`src/rtl/boot_loader_pkg.sv`:
```
// Shared types and constants for the SPI boot loader.
//   loader_state_e : sequencer states
//   WORD_BYTES     : byte stride between consecutive ICCM words
//   CNT_W          : width of the word index / acknowledged-word counter
package boot_loader_pkg;

  typedef enum logic [2:0] {
    IDLE,
    LOAD,
    WAIT_ACK,
    DONE,
    RUN,
    ERR
  } loader_state_e;

  localparam int unsigned WORD_BYTES = 4;
  localparam int unsigned CNT_W      = 16;

endpackage

```
`src/rtl/boot_loader_fifo.sv`:
```
// Two-entry synchronous FIFO between the SPI word strobe and the sequencer.
//   clk_i, rst_ni : clock, async active-low reset (clears occupancy)
//   push, wdata   : write request and data
//   pop           : consume head entry (ignored when empty)
//   rdata         : head entry, valid whenever !empty
//   full, empty   : occupancy flags
// A push while full is accepted only if a pop happens in the same cycle.
module boot_loader_fifo #(
  parameter int unsigned WIDTH = 32
) (
  input  logic             clk_i,
  input  logic             rst_ni,
  input  logic             push,
  input  logic [WIDTH-1:0] wdata,
  input  logic             pop,
  output logic [WIDTH-1:0] rdata,
  output logic             full,
  output logic             empty
);

  logic [WIDTH-1:0] mem_q [2];
  logic             wr_q, rd_q;
  logic [1:0]       cnt_q;
  logic             do_push, do_pop;

  assign full    = (cnt_q == 2'd2);
  assign empty   = (cnt_q == 2'd0);
  assign do_push = push & (~full | pop);
  assign do_pop  = pop & ~empty;
  assign rdata   = mem_q[rd_q];

  // When full, wr_q == rd_q: a simultaneous push overwrites the slot being popped.
  always_ff @(posedge clk_i or negedge rst_ni) begin
    if (!rst_ni) begin
      mem_q[0] <= '0;
      mem_q[1] <= '0;
      wr_q     <= 1'b0;
      rd_q     <= 1'b0;
      cnt_q    <= 2'd0;
    end else begin
      if (do_push) begin
        mem_q[wr_q] <= wdata;
        wr_q        <= ~wr_q;
      end
      if (do_pop) rd_q <= ~rd_q;
      cnt_q <= cnt_q + 2'(do_push) - 2'(do_pop);
    end
  end

endmodule

```
`src/rtl/spi_boot_loader_ctrl.sv`:
```
// Boot sequencer: first SPI word is the program length N, the next N words are
// written to consecutive ICCM addresses over a single-outstanding write port.
// The core is held in reset until the load completes and en_i is seen in DONE.
//   clk_i, rst_ni          : clock, async active-low reset
//   en_i                   : run enable, sampled only in DONE
//   rx_word_i, rx_valid_i  : word strobe from the SPI deserializer
//   mem_req_o/addr/wdata   : ICCM write request (held until mem_gnt_i)
//   mem_gnt_i/ack_i/err_i  : grant, response, response error
//   core_rst_no            : core reset, active-low
//   load_done_o, err_o     : load complete, sticky error
//   word_cnt_o             : words acknowledged so far
module spi_boot_loader_ctrl
  import boot_loader_pkg::*;
#(
  parameter int unsigned DATA_WIDTH  = 32,
  parameter logic [31:0] BASE_ADDR   = 32'h0000_0000,
  parameter int unsigned MAX_WORDS   = 4096,
  parameter int unsigned ACK_TIMEOUT = 255
) (
  input  logic                  clk_i,
  input  logic                  rst_ni,
  input  logic                  en_i,
  input  logic [DATA_WIDTH-1:0] rx_word_i,
  input  logic                  rx_valid_i,
  output logic                  mem_req_o,
  output logic [31:0]           mem_addr_o,
  output logic [DATA_WIDTH-1:0] mem_wdata_o,
  input  logic                  mem_gnt_i,
  input  logic                  mem_ack_i,
  input  logic                  mem_err_i,
  output logic                  core_rst_no,
  output logic                  load_done_o,
  output logic                  err_o,
  output logic [15:0]           word_cnt_o
);

  localparam int unsigned TMR_W = $clog2(ACK_TIMEOUT + 1);

  loader_state_e         state_q, state_d;
  logic                  req_q, req_d;
  logic [31:0]           addr_q, addr_d;
  logic [DATA_WIDTH-1:0] wdata_q, wdata_d;
  logic [CNT_W-1:0]      len_q, len_d;
  logic [CNT_W-1:0]      cnt_q, cnt_d;
  logic [TMR_W-1:0]      tmr_q, tmr_d;
  logic                  done_q, done_d;
  logic                  err_q, err_d;
  logic                  core_q, core_d;

  logic                  fifo_full, fifo_empty;
  logic [DATA_WIDTH-1:0] fifo_head;
  logic                  push_c, pop_c, ovf_c, ack_take_c;
  logic [CNT_W-1:0]      cnt_inc_c;

  // Words arriving after the load phase are dropped silently.
  assign push_c = rx_valid_i &
                  ((state_q == IDLE) | (state_q == LOAD) | (state_q == WAIT_ACK));
  assign pop_c  = ~fifo_empty &
                  ((state_q == IDLE) | ((state_q == LOAD) & ~req_q));
  assign ovf_c  = push_c & fifo_full & ~pop_c;
  // A response arriving with the grant is taken immediately.
  assign ack_take_c = mem_ack_i &
                      ((state_q == WAIT_ACK) | ((state_q == LOAD) & req_q & mem_gnt_i));
  assign cnt_inc_c  = cnt_q + CNT_W'(1);

  boot_loader_fifo #(.WIDTH(DATA_WIDTH)) u_fifo (
    .clk_i (clk_i),
    .rst_ni(rst_ni),
    .push  (push_c),
    .wdata (rx_word_i),
    .pop   (pop_c),
    .rdata (fifo_head),
    .full  (fifo_full),
    .empty (fifo_empty)
  );

  // Next-state and next-output logic.
  always_comb begin
    state_d = state_q;
    req_d   = req_q;
    addr_d  = addr_q;
    wdata_d = wdata_q;
    len_d   = len_q;
    cnt_d   = cnt_q;
    tmr_d   = tmr_q;
    done_d  = done_q;
    err_d   = err_q;
    core_d  = (state_q == RUN);

    case (state_q)
      IDLE: begin
        if (!fifo_empty) begin
          if (32'(fifo_head) == 32'd0) begin
            state_d = DONE;
            done_d  = 1'b1;
          end else if (32'(fifo_head) > 32'(MAX_WORDS)) begin
            state_d = ERR;
          end else begin
            state_d = LOAD;
            len_d   = CNT_W'(fifo_head);
            cnt_d   = '0;
          end
        end
      end
      LOAD: begin
        if (req_q) begin
          if (mem_gnt_i) begin
            req_d   = 1'b0;
            tmr_d   = '0;
            state_d = WAIT_ACK;
          end
        end else if (!fifo_empty) begin
          req_d   = 1'b1;
          addr_d  = BASE_ADDR + 32'(cnt_q) * 32'(WORD_BYTES);
          wdata_d = fifo_head;
        end
      end
      WAIT_ACK: begin
        if (!mem_ack_i) begin
          if (tmr_q == TMR_W'(ACK_TIMEOUT)) state_d = ERR;
          else                              tmr_d   = tmr_q + TMR_W'(1);
        end
      end
      DONE: begin
        if (en_i) state_d = RUN;
      end
      default: ;
    endcase

    if (ack_take_c) begin
      if (mem_err_i) begin
        state_d = ERR;
      end else begin
        cnt_d = cnt_inc_c;
        if (cnt_inc_c == len_q) begin
          state_d = DONE;
          done_d  = 1'b1;
        end else begin
          state_d = LOAD;
        end
      end
    end

    if (ovf_c) state_d = ERR;

    if (state_d == ERR) begin
      err_d  = 1'b1;
      req_d  = 1'b0;
      done_d = 1'b0;
      core_d = 1'b0;
    end
  end

  // State and output registers.
  always_ff @(posedge clk_i or negedge rst_ni) begin
    if (!rst_ni) begin
      state_q <= IDLE;
      req_q   <= 1'b0;
      addr_q  <= '0;
      wdata_q <= '0;
      len_q   <= '0;
      cnt_q   <= '0;
      tmr_q   <= '0;
      done_q  <= 1'b0;
      err_q   <= 1'b0;
      core_q  <= 1'b0;
    end else begin
      state_q <= state_d;
      req_q   <= req_d;
      addr_q  <= addr_d;
      wdata_q <= wdata_d;
      len_q   <= len_d;
      cnt_q   <= cnt_d;
      tmr_q   <= tmr_d;
      done_q  <= done_d;
      err_q   <= err_d;
      core_q  <= core_d;
    end
  end

  assign mem_req_o   = req_q;
  assign mem_addr_o  = addr_q;
  assign mem_wdata_o = wdata_q;
  assign core_rst_no = core_q;
  assign load_done_o = done_q;
  assign err_o       = err_q;
  assign word_cnt_o  = cnt_q;

endmodule

```
`config.mk`:
```
export PLATFORM = sky130hd
export DESIGN_NAME = spi_boot_loader_ctrl
export DESIGN_NICKNAME = d
export VERILOG_FILES = /design/src/rtl/boot_loader_pkg.sv /design/src/rtl/boot_loader_fifo.sv /design/src/rtl/spi_boot_loader_ctrl.sv
export SDC_FILE = /design/constraint.sdc
export NUM_CORES = 1
export LEC_CHECK = 0
export CAP_MARGIN = 20
export CORE_MARGIN = 10
export CORE_UTILIZATION = 51
export DETAILED_ROUTE_END_ITERATION = 10
export HOLD_SLACK_MARGIN = 0.03
export PLACE_DENSITY = 0.77
export RECOVER_POWER = 100
export SYNTH_ARGS = -nofsm -noshare
export SYNTH_HDL_FRONTEND = slang
export SYNTH_SLANG_ARGS = --single-unit
```
`constraint.sdc`:
```
create_clock -name clk_i -period 2.9 [get_ports clk_i]
set_clock_uncertainty 0.1 [all_clocks]
set_input_delay 0.435 -clock clk_i [delete_from_list [all_inputs] [get_ports clk_i]]
set_output_delay 0.435 -clock clk_i [all_outputs]
set_load 0.005 [all_outputs]
```
==> results.json, run 1 <==
{
  "finalSetupViolations": 0,
  "dr_total_vias": 5746,
  "dieArea_um2": 20300,
  "io_buf_count": 106,
  "worst_hold_path_type": "reg -> reg",
  "final_nets": 850,
  "layout_worst_path_cycle_share_pct": 95.3,
  "io_pins": 123,
  "gp_congestion": 0.896,
  "yosys.area.top_type": "dfrtp_1",
  "grt_pass1_vias": 5884,
  "final-max-slew-violation-count": 76,
  "crit_path_max_fanout": 9,
  "clock_latency_ns": 0.42,
  "synthDominantCellAreaShare_pct": 53.3,
  "synthTopCellsByArea": "dfrtp_1, mux2_2, mux2i_1, nor2_1, a21oi_1",
  "start_util_pct": 52.4,
  "root_buffer": "clkbuf_16",
  "synth.avg_cell_area_um2": 11.1,
  "worst_ir_drop_vdd_mv": 0.574,
  "seq_area_frac_synth_pct": 53.3,
  "relSlewSlack_pct": -23.6,
  "drc": 0,
  "worst_setup_path_end_kind": "register",
  "count_of_flip_flops_with_a_built_in_enable_after_synthesis": 0,
  "synth.ff_latch_count": 163,
  "tightest_slew_ns": 1.85,
  "path_cells": "ha_1 > nand2_1 > or4_1 > xnor2_1 > nor4_1 > nand4_1 > a31oi_2 > a21boi_1",
  "power.density_nw_per_um2": 932,
  "rows": 44,
  "post-route-min-period_ns": 2.76,
  "timing.fmax_ghz": 0.362,
  "status": "finished, violations left",
  "core_region_area_um2": 14600,
  "tritoncts_num_sinks": 163,
  "dieHeight_um": 142,
  "timing.setup.critical_path_class": "reg -> reg",
  "drv_cap": 1,
  "antenna_violating_nets_post_route": 0,
  "power_uw": 8930,
  "rsz0062_at_grt": "false",
  "final_layout_setup_total_negative_slack_ns": 0,
  "synthArstFlopShare_pct": 100,
  "die_x_um": 142,
  "failed_checks": "capacitance limit, slew limit",
  "synth-main-ff-cell": "dfrtp_1",
  "fill_cells": 1070,
  "drt_first_iter_violations": 388,
  "most_common_library_cell_in_the_layout_ignoring_fill_and_taps": "dfrtp_1",
  "global_route.usage.total_pct": 18.3,
  "tritoncts": "built",
  "htreeDepth": 4,
  "post_synth_inst_count": 687,
  "drt_pre_antenna_iters": 6,
  "totalWireLength_um": 18500,
  "post_drt_wl_per_cell_um": 18.4,
  "most-common-layout-cells": "dfrtp_1, mux2_2, dlygate4sd3_1",
  "worst-endpoint-arrival_ns": 3.01,
  "route.detailed.vias_per_inst": 5.73,
  "antenna_found_initial": 0,
  "synth.distinct_cells": 58,
  "grt_pass1_wl_um": 30100,
  "dp_hpwl_um": 13400,
  "flow.area_growth_from_synthesis_pct": 25.3,
  "clk_path_buf_depth": 2,
  "hold_ws_ns": 0.398,
  "setup.worst_path.start_class": "register",
  "cts-buffers-inserted": 17,
  "final-hold-violation-count": 0,
  "number_of_synthesis_warnings": 0,
  "insertedDiodeCount": 0,
  "grt-ovfl-total": 0,
  "cell_with_the_largest_stage_delay_on_the_worst_path": "or4_1",
  "share_of_cells_above_drive_strength_1_pct": 18.1,
  "mappedNetlistArea_um2": 7650,
  "critical_path.max_stage_delay_ns": 0.59,
  "power.static_leakage_uw": 0.00434,
  "grt_start_max_net_pins": 77,
  "worst_setup_hold_path_clk_slew_ns": 0.06,
  "worstPathRequired_ns": 3.14
}
-- through the flow --
stage	cells	worst slack, ns	instance area, µm²	utilization (%)
6_report	1002	0.137	9580	65.7
3_5_place_dp	969	0.114	8980	61.6
3_3_place_gp	969	0.152	8980	61.6
2_1_floorplan	702	0.244	7700	-
4_1_cts	1000	0.135	9590	65.8
5_1_grt	1002	0.0146	9580	65.7
-- sequential cells by signal, indices dropped and copies added (netlist names), 2 cells and up --
| register | count |
|---|---|
| word_cnt_o | 16 |
| tmr_q | 8 |
| u_fifo.mem_q | 64 |
| mem_wdata_o | 32 |
| u_fifo.cnt_q | 2 |
| mem_addr_o | 16 |
| state_q | 3 |
| len_q | 16 |
-- timing repair --
item,CTS,global route
endpoints found under the setup margin,0,4
hold endpoints to repair,73,0
hold buffers,1,0
gates resized for setup,0,2
setup buffers,0,2
-- final timing paths --
| check | from | endpoint | slack (ns) | cells past startpoint |
|---|---|---|---|---|
| worst min-delay path | mem_addr_o[8] | mem_addr_o[8] | 0.40 | 1 |
| worst max-delay path | word_cnt_o[0] | load_done_o | 0.14 | 8 |
| min in group asynchronous | rst_ni | tmr_q[4] | 0.95 | 2 |
| worst max register to register | word_cnt_o[0] | load_done_o | 0.14 | 8 |
| worst min register to register | mem_addr_o[8] | mem_addr_o[8] | 0.40 | 1 |
| max in group asynchronous | rst_ni | u_fifo.mem_q[13] | 0.42 | 3 |
-- logic make-up (layout without fill, tap and decap cells) --
group                    after synthesis  count (layout)  synth area share [%]
AND/OR/NAND/NOR                      204             204                  14.1
flip-flops                           163             163                  53.3
AO/OA/AOI/OAI                        115             115                  8.64
multiplexers                         113             113                  16.1
buffers and inverters                 58             174                  3.81
XOR/XNOR                              29              29                  3.32
adder cells (fa/ha/maj)                4               4                 0.655
other                                  1              16                0.0490
-- power breakdown --
part           switching (µW)  internal (µW)
logic                    1370           1610
clock network             875           1410
registers                 588           3070
-- layout make-up --
cell class	count	area (µm²)	share of cell area (%)
Inverter	5	18.8	0.196
Timing Repair Buffer	139	1310	13.7
Multi-Input combinational cell	481	3340	34.8
Sequential cell	163	4080	42.6
Clock buffer	22	474	4.95
Clock inverter	8	128	1.33
Tap cell	184	230	2.40
-- critical path: cells and delay by family (launching register included) --
| kind | cells | cell delay, ns |
|---|---|---|
| adder cells (fa/ha/maj) | 1 | 0.33 |
| XOR/XNOR | 1 | 0.16 |
| AO/OA/AOI/OAI | 2 | 0.46 |
| flip-flops | 1 | 0.35 |
| AND/OR/NAND/NOR | 4 | 1.28 |
-- per-layer routing --
metal | part of all wire [%] | global-route usage, % | up-vias
li1 | - | - | 2658
met1 | 41 | 22.5 | 2848
met2 | 50 | 30.4 | 202
met3 | 7.6 | 5.11 | 38
met4 | 1.8 | 6.23 | 0
met5 | 0 | 0 | -
-- synth_stat cells (all sizes together) (5+ instances only) --
master,number
clkbuf,24
nand3,14
nand4,10
o21ai,44
and2,8
dfrtp,163
a21oi,42
or3b,5
or4,8
xor2,11
mux2,81
nor3,7
xnor2,18
nand2b,5
buf,29
nor2,58
nor4,13
mux2i,32
and3,5
inv,5
nand2,42
nand3b,6
Note: power is estimated with default switching activity, not from simulation.
==> run 2, diff against run 1 <==
Settings changed: MAX_ROUTING_LAYER set to met4.
==> run 2 against run 1 <==
Net effect: the run still ends with capacitance limit, slew limit left; count of clock-buffer cells in the layout shrank 3; first-iteration DRC count up 3.1%; sequential share of layout area barely moved; die area is the same; worst setup slack gained 0.0028 ns; global-route usage increased by 0.90 points; critical path depth shrank 1; largest cell class unchanged; largest power group unchanged; highest routed layer unchanged.
==> results.json, run 2 (synthesis gave the netlist of run 1 again) <==
{
  "io_buf_count": 106,
  "worst_setup_path_end_kind": "register",
  "wl_met3_um": 1170,
  "timing.setup.critical_path_class": "reg -> reg",
  "tritoncts": "built",
  "final_cell_count_no_fill": 1009,
  "die_x_um": 142,
  "setup.worst_path.start_class": "register",
  "dr_total_vias": 5696,
  "worstPathRequired_ns": 3.14,
  "final-hold-violation-count": 0,
  "drt_pre_antenna_iters": 5,
  "p_sw_share_pct": 32.5,
  "root_buffer": "clkbuf_16",
  "final-max-slew-violation-count": 62,
  "grt_pass1_vias": 5890,
  "route.detailed.vias_per_inst": 5.65,
  "most-common-layout-cells": "dfrtp_1, mux2_2, dlygate4sd3_1",
  "worst_setup_hold_path_clk_slew_ns": 0.06,
  "power.density_nw_per_um2": 928,
  "dp_hpwl_um": 13800,
  "layout_worst_path_cycle_share_pct": 95.2,
  "clk_path_buf_depth": 2,
  "flow.area_growth_from_synthesis_pct": 25.3,
  "totalWireLength_um": 18600,
  "dieArea_um2": 20300,
  "power_uw": 8890,
  "met2WireLength_um": 9310,
  "p_comb_share_pct": 33.3,
  "timing.fmax_ghz": 0.362,
  "worst_ir_drop_vdd_mv": 0.550,
  "crit_path_max_fanout": 3,
  "most_common_library_cell_in_the_layout_ignoring_fill_and_taps": "dfrtp_1",
  "gp_congestion": 0.946,
  "io_pins": 123,
  "clk_network_pwr_share_pct": 25.4,
  "failed_checks": "capacitance limit, slew limit",
  "internal_power_uw": 6000,
  "tightest_slew_ns": 1.51,
  "finalSetupViolations": 0,
  "top_layer_used": "met4",
  "final_nets": 856,
  "tritoncts_num_sinks": 163,
  "share_of_cells_above_drive_strength_1_pct": 19.0,
  "final_layout_setup_total_negative_slack_ns": 0,
  "dieHeight_um": 142,
  "antenna_found_initial": 0,
  "status": "finished, violations left",
  "numPlacedInstances": 974,
  "fill_cells": 1070,
  "grt_start_max_net_pins": 63,
  "p_seq_share_pct": 41.3,
  "rows": 44,
  "largest_register": "u_fifo.mem_q",
  "grt-ovfl-total": 0,
  "post-route-min-period_ns": 2.76,
  "cts-buffers-inserted": 17,
  "worst_hold_path_type": "reg -> reg",
  "drt-met1-wl_um": 7930,
  "antenna_violating_nets_post_route": 0,
  "power.static_leakage_uw": 0.00435,
  "drc": 0,
  "clock_latency_ns": 0.43,
  "max_reg_flops": 64,
  "drv_cap": 1,
  "insertedDiodeCount": 0,
  "power_switching_uw": 2890,
  "drt_first_iter_violations": 400,
  "htreeDepth": 4,
  "global_route.usage.total_pct": 19.2,
  "worst-endpoint-arrival_ns": 3.00,
  "relSlewSlack_pct": -0.478,
  "grt_pass1_wl_um": 30900,
  "post_drt_wl_per_cell_um": 18.5,
  "core_region_area_um2": 14600,
  "start_util_pct": 52.4
}
## run 2: final cells by class
class	instances	area [µm²]	area share [%]
sequential	163	4080	42.6
tap	184	230	2.40
clock inverter	12	144	1.50
inverter	5	18.8	0.196
timing repair buffer	145	1320	13.8
multi-input combinational	481	3330	34.8
clock buffer	19	453	4.73
## run 2: power by group through the flow
stage | clock [µW] | combinational (µW) | sequential [µW]
final | 2260 | 2960 | 3670
after global routing | 2390 | 3270 | 3790
after global placement | 0 | 2990 | 3640
after CTS | 2290 | 3100 | 3690
after floorplan | 0 | 1730 | 3580
after detailed placement | 0 | 3070 | 3720
## run 2: worst max-delay path: stages, from the launching register on
cell and delay [ns]:
dfrtp_1 0.41, or4_1 0.56, or4_1 0.51, a21oi_1 0.21
nor2b_1 0.27, o21ai_0 0.17, a31oi_1 0.26, a21boi_1 0.20
## run 2: final timing paths
kind	depth (start not counted)	end	slack [ns]	start
min in group asynchronous	2	tmr_q[5]	0.80	rst_ni
hold reg to reg	1	mem_addr_o[15]	0.40	mem_addr_o[15]
max in group asynchronous	3	u_fifo.mem_q[55]	0.46	rst_ni
setup reg to reg	7	load_done_o	0.14	u_fifo.mem_q[9]
hold / removal	1	mem_addr_o[15]	0.40	mem_addr_o[15]
setup / recovery	7	load_done_o	0.14	u_fifo.mem_q[9]
## run 2: timing repair
item	4_1_cts	5_1_grt
setup buffers	0	3
endpoints found under the hold margin	57	0
resized for setup	0	1
hold buffers	1	0
setup endpoints to repair	0	5
## run 2: layer usage
metal | up-vias | global-route usage (%)
met5 | - | -
met4 | 0 | 5.80
met3 | 20 | 4.91
met2 | 162 | 31.0
met1 | 2841 | 23.3
li1 | 2673 | -
## run 2: stage by stage
step	worst slack, ns	area (µm²)	hold WS (ns)	util [%]
detailed placement	0.153	9010	0.342	61.7
global route	-0.000511	9580	0.411	65.7
floorplan	0.244	7700	0.0394	-
CTS	0.131	9610	0.411	65.9
global placement	0.237	9010	0.335	61.7
finish	0.140	9580	0.400	65.7
==> run 3, diff against run 2 <==
Settings changed: RECOVER_POWER 100 to 50, REMOVE_ABC_BUFFERS set to 1.
==> run 3 against run 2 <==
Net effect: the run now ends clean; critical endpoint unchanged; critical path depth grew 1; highest routed layer unchanged; worst setup slack improved by 0.0018 ns; cell area is 0.39% higher; largest cell class unchanged; clock power increased by 2%.
==> results.json, run 3 (synthesis gave the netlist of run 1 again) <==
{
  "power.static_leakage_uw": 0.00430,
  "worst_ir_drop_vdd_mv": 0.538,
  "worstPathBufferInverterCount": 0,
  "totalWireLength_um": 18200,
  "route.detailed.vias_per_inst": 5.67,
  "tightest_slew_ns": 1.14,
  "tritoncts_num_sinks": 163,
  "postLayoutCellArea_um2": 9620,
  "core_region_area_um2": 14600,
  "layout_worst_path_cycle_share_pct": 95.1,
  "path_cells": "ha_1 > nand2_1 > or4_1 > xnor2_1 > nor4_2 > nand4_1 > a31oi_2 > a21boi_1",
  "critical_path.max_stage_delay_ns": 0.59,
  "worst-r2r-cell-count": 8,
  "timing.setup.critical_path_class": "reg -> reg",
  "met1_usage_pct": 22.7,
  "worst-endpoint-arrival_ns": 3.01,
  "relSlewSlack_pct": 23.8,
  "status": "completed",
  "finalSetupViolations": 0,
  "numPlacedInstances": 963,
  "timing.rr.start": "word_cnt_o[0]",
  "htreeDepth": 4,
  "crit_path_max_fanout": 5,
  "worst_setup_hold_path_clk_slew_ns": 0.06,
  "antenna_found_initial": 0,
  "dieArea_um2": 20300,
  "dp_hpwl_um": 13000,
  "grt_start_max_net_pins": 84,
  "dr_total_vias": 5666,
  "global_route.usage.met2_pct": 29.6,
  "drv_cap": 0,
  "final_cell_count_no_fill": 1000,
  "drt_first_iter_violations": 356,
  "share_of_cells_above_drive_strength_1_pct": 19.5,
  "worst_setup_path_end_kind": "register",
  "drt_pre_antenna_iters": 5,
  "final_nets": 846,
  "flow.area_growth_from_synthesis_pct": 25.8,
  "power.density_nw_per_um2": 927,
  "setup.worst_path.start_class": "register",
  "grt.met3_usage_pct": 4.74,
  "antenna_violating_nets_post_route": 0,
  "post_drt_wl_per_cell_um": 18.2,
  "worstPathRequired_ns": 3.15,
  "clock_latency_ns": 0.43,
  "rows": 44,
  "drc": 0,
  "busiest_layer": "met2",
  "grt-ovfl-total": 0,
  "critical_path_depth": 8,
  "critPathCapture": "load_done_o",
  "post-route-min-period_ns": 2.76,
  "place_worst_setup_slack_ns": -0.203,
  "gp_congestion": 0.895,
  "timing.fmax_ghz": 0.363,
  "insertedDiodeCount": 0,
  "clk_path_buf_depth": 2,
  "global_route.usage.total_pct": 18.6,
  "postPlaceCellArea_um2": 8950,
  "max_reg_flops": 64,
  "timing.critical_path.from": "word_cnt_o[0]",
  "worst_hold_path_type": "in -> async",
  "most-common-layout-cells": "dfrtp_1, mux2_2, clkdlybuf4s50_1",
  "final-hold-violation-count": 0,
  "largest_register": "u_fifo.mem_q",
  "grt_pass1_wl_um": 29700,
  "cell_with_the_largest_stage_delay_on_the_worst_path": "or4_1",
  "critical_path.reg2reg.endpoint": "load_done_o",
  "tritoncts": "built",
  "dieHeight_um": 142,
  "setup.reg_to_reg.worst_slack_ns": 0.14,
  "root_buffer": "clkbuf_16",
  "worst_path_dominant_cell_family": "simple AND/OR/NAND/NOR gates",
  "cts-buffers-inserted": 17,
  "final.setup.worst_slack_ns": 0.142,
  "io_pins": 123,
  "start_util_pct": 52.4,
  "most_common_library_cell_in_the_layout_ignoring_fill_and_taps": "dfrtp_1",
  "die_x_um": 142,
  "rsz0062_at_grt": "false",
  "grt_pass1_vias": 5817,
  "final-max-slew-violation-count": 0,
  "io_buf_count": 106
}
[run 3: changes by cell type in the layout (fill, tap and decap cells not counted), moves of 2 or more]
cell / change
clkdlybuf4s50_1: +31
dlygate4sd3_1: -31
clkbuf_1: -5
clkbuf_2: -5
clkinv_2: +4
clkinvlp_4: -4
inv_6: -4
nor4_1: -3
nor4_2: +3
buf_4: -2
buf_6: +2
clkbuf_8: +2
[run 3: what timing repair did]
item,CTS,global route
setup buffers,0,4
hold buffers,1,0
gates resized for setup,2,5
pin swaps,0,2
endpoints found under the hold margin,34,0
endpoints found under the setup margin,1,7
[run 3: report_power, final]
group / leakage [µW] / switching [µW] / internal, µW / total, µW
clock network: 0.000303 / 866 / 1440 / 2310
logic: 0.00190 / 1270 / 1630 / 2900
registers: 0.00209 / 644 / 3070 / 3710
total: 0.00430 / 2780 / 6140 / 8920
[run 3: layout make-up]
type	instances	area (µm²)
Clock inverter	9	126
Multi-Input combinational cell	481	3370
Fill cell	1132	4970
Tap cell	184	230
Timing Repair Buffer	135	1310
Inverter	5	18.8
Clock buffer	23	488
Sequential cell	163	4080
[run 3: layer usage]
layer | part of all wire, % | wire length, µm | vias up
li1 | - | - | 2656
met1 | 43 | 7760 | 2811
met4 | 1.5 | 276 | 0
met5 | 0 | 0 | -
met2 | 49 | 8980 | 175
met3 | 6.3 | 1150 | 24
[run 3: stage by stage]
| step | power (µW) | util, % | setup TNS [ns] | hold slack, ns |
|---|---|---|---|---|
| 4_1_cts | 9060 | 65.7 | 0 | 0.381 |
| 5_1_grt | 9480 | 65.9 | 0 | 0.409 |
| 2_1_floorplan | 5290 | - | -161.63 | 0.0394 |
| 3_3_place_gp | 6550 | 61.3 | -0.157 | 0.244 |
| 6_report | 8920 | 65.9 | 0 | 0.369 |
| 3_5_place_dp | 6700 | 61.3 | -0.541 | 0.256 |
[run 3: worst min-delay path by stage]
stage / end / cells past startpoint / slack (ns) / from
4_1_cts: mem_addr_o[5] / 2 / 0.38 / rst_ni
5_1_grt: mem_wdata_o[4] / 2 / 0.41 / rst_ni
6_report: mem_wdata_o[4] / 2 / 0.37 / rst_ni
3_3_place_gp: mem_addr_o[6] / 1 / 0.24 / rst_ni
3_5_place_dp: mem_addr_o[6] / 1 / 0.26 / rst_ni
2_1_floorplan: core_rst_no / 0 / 0.04 / rst_ni
[run 3: worst reg2reg max path: stages (launching register included)]
cell      delay [ns]
dfrtp_1         0.41
ha_1            0.23
nand2_1         0.13
or4_1           0.59
xnor2_1         0.19
nor4_2          0.33
nand4_1         0.26
a31oi_2         0.28
a21boi_1        0.18
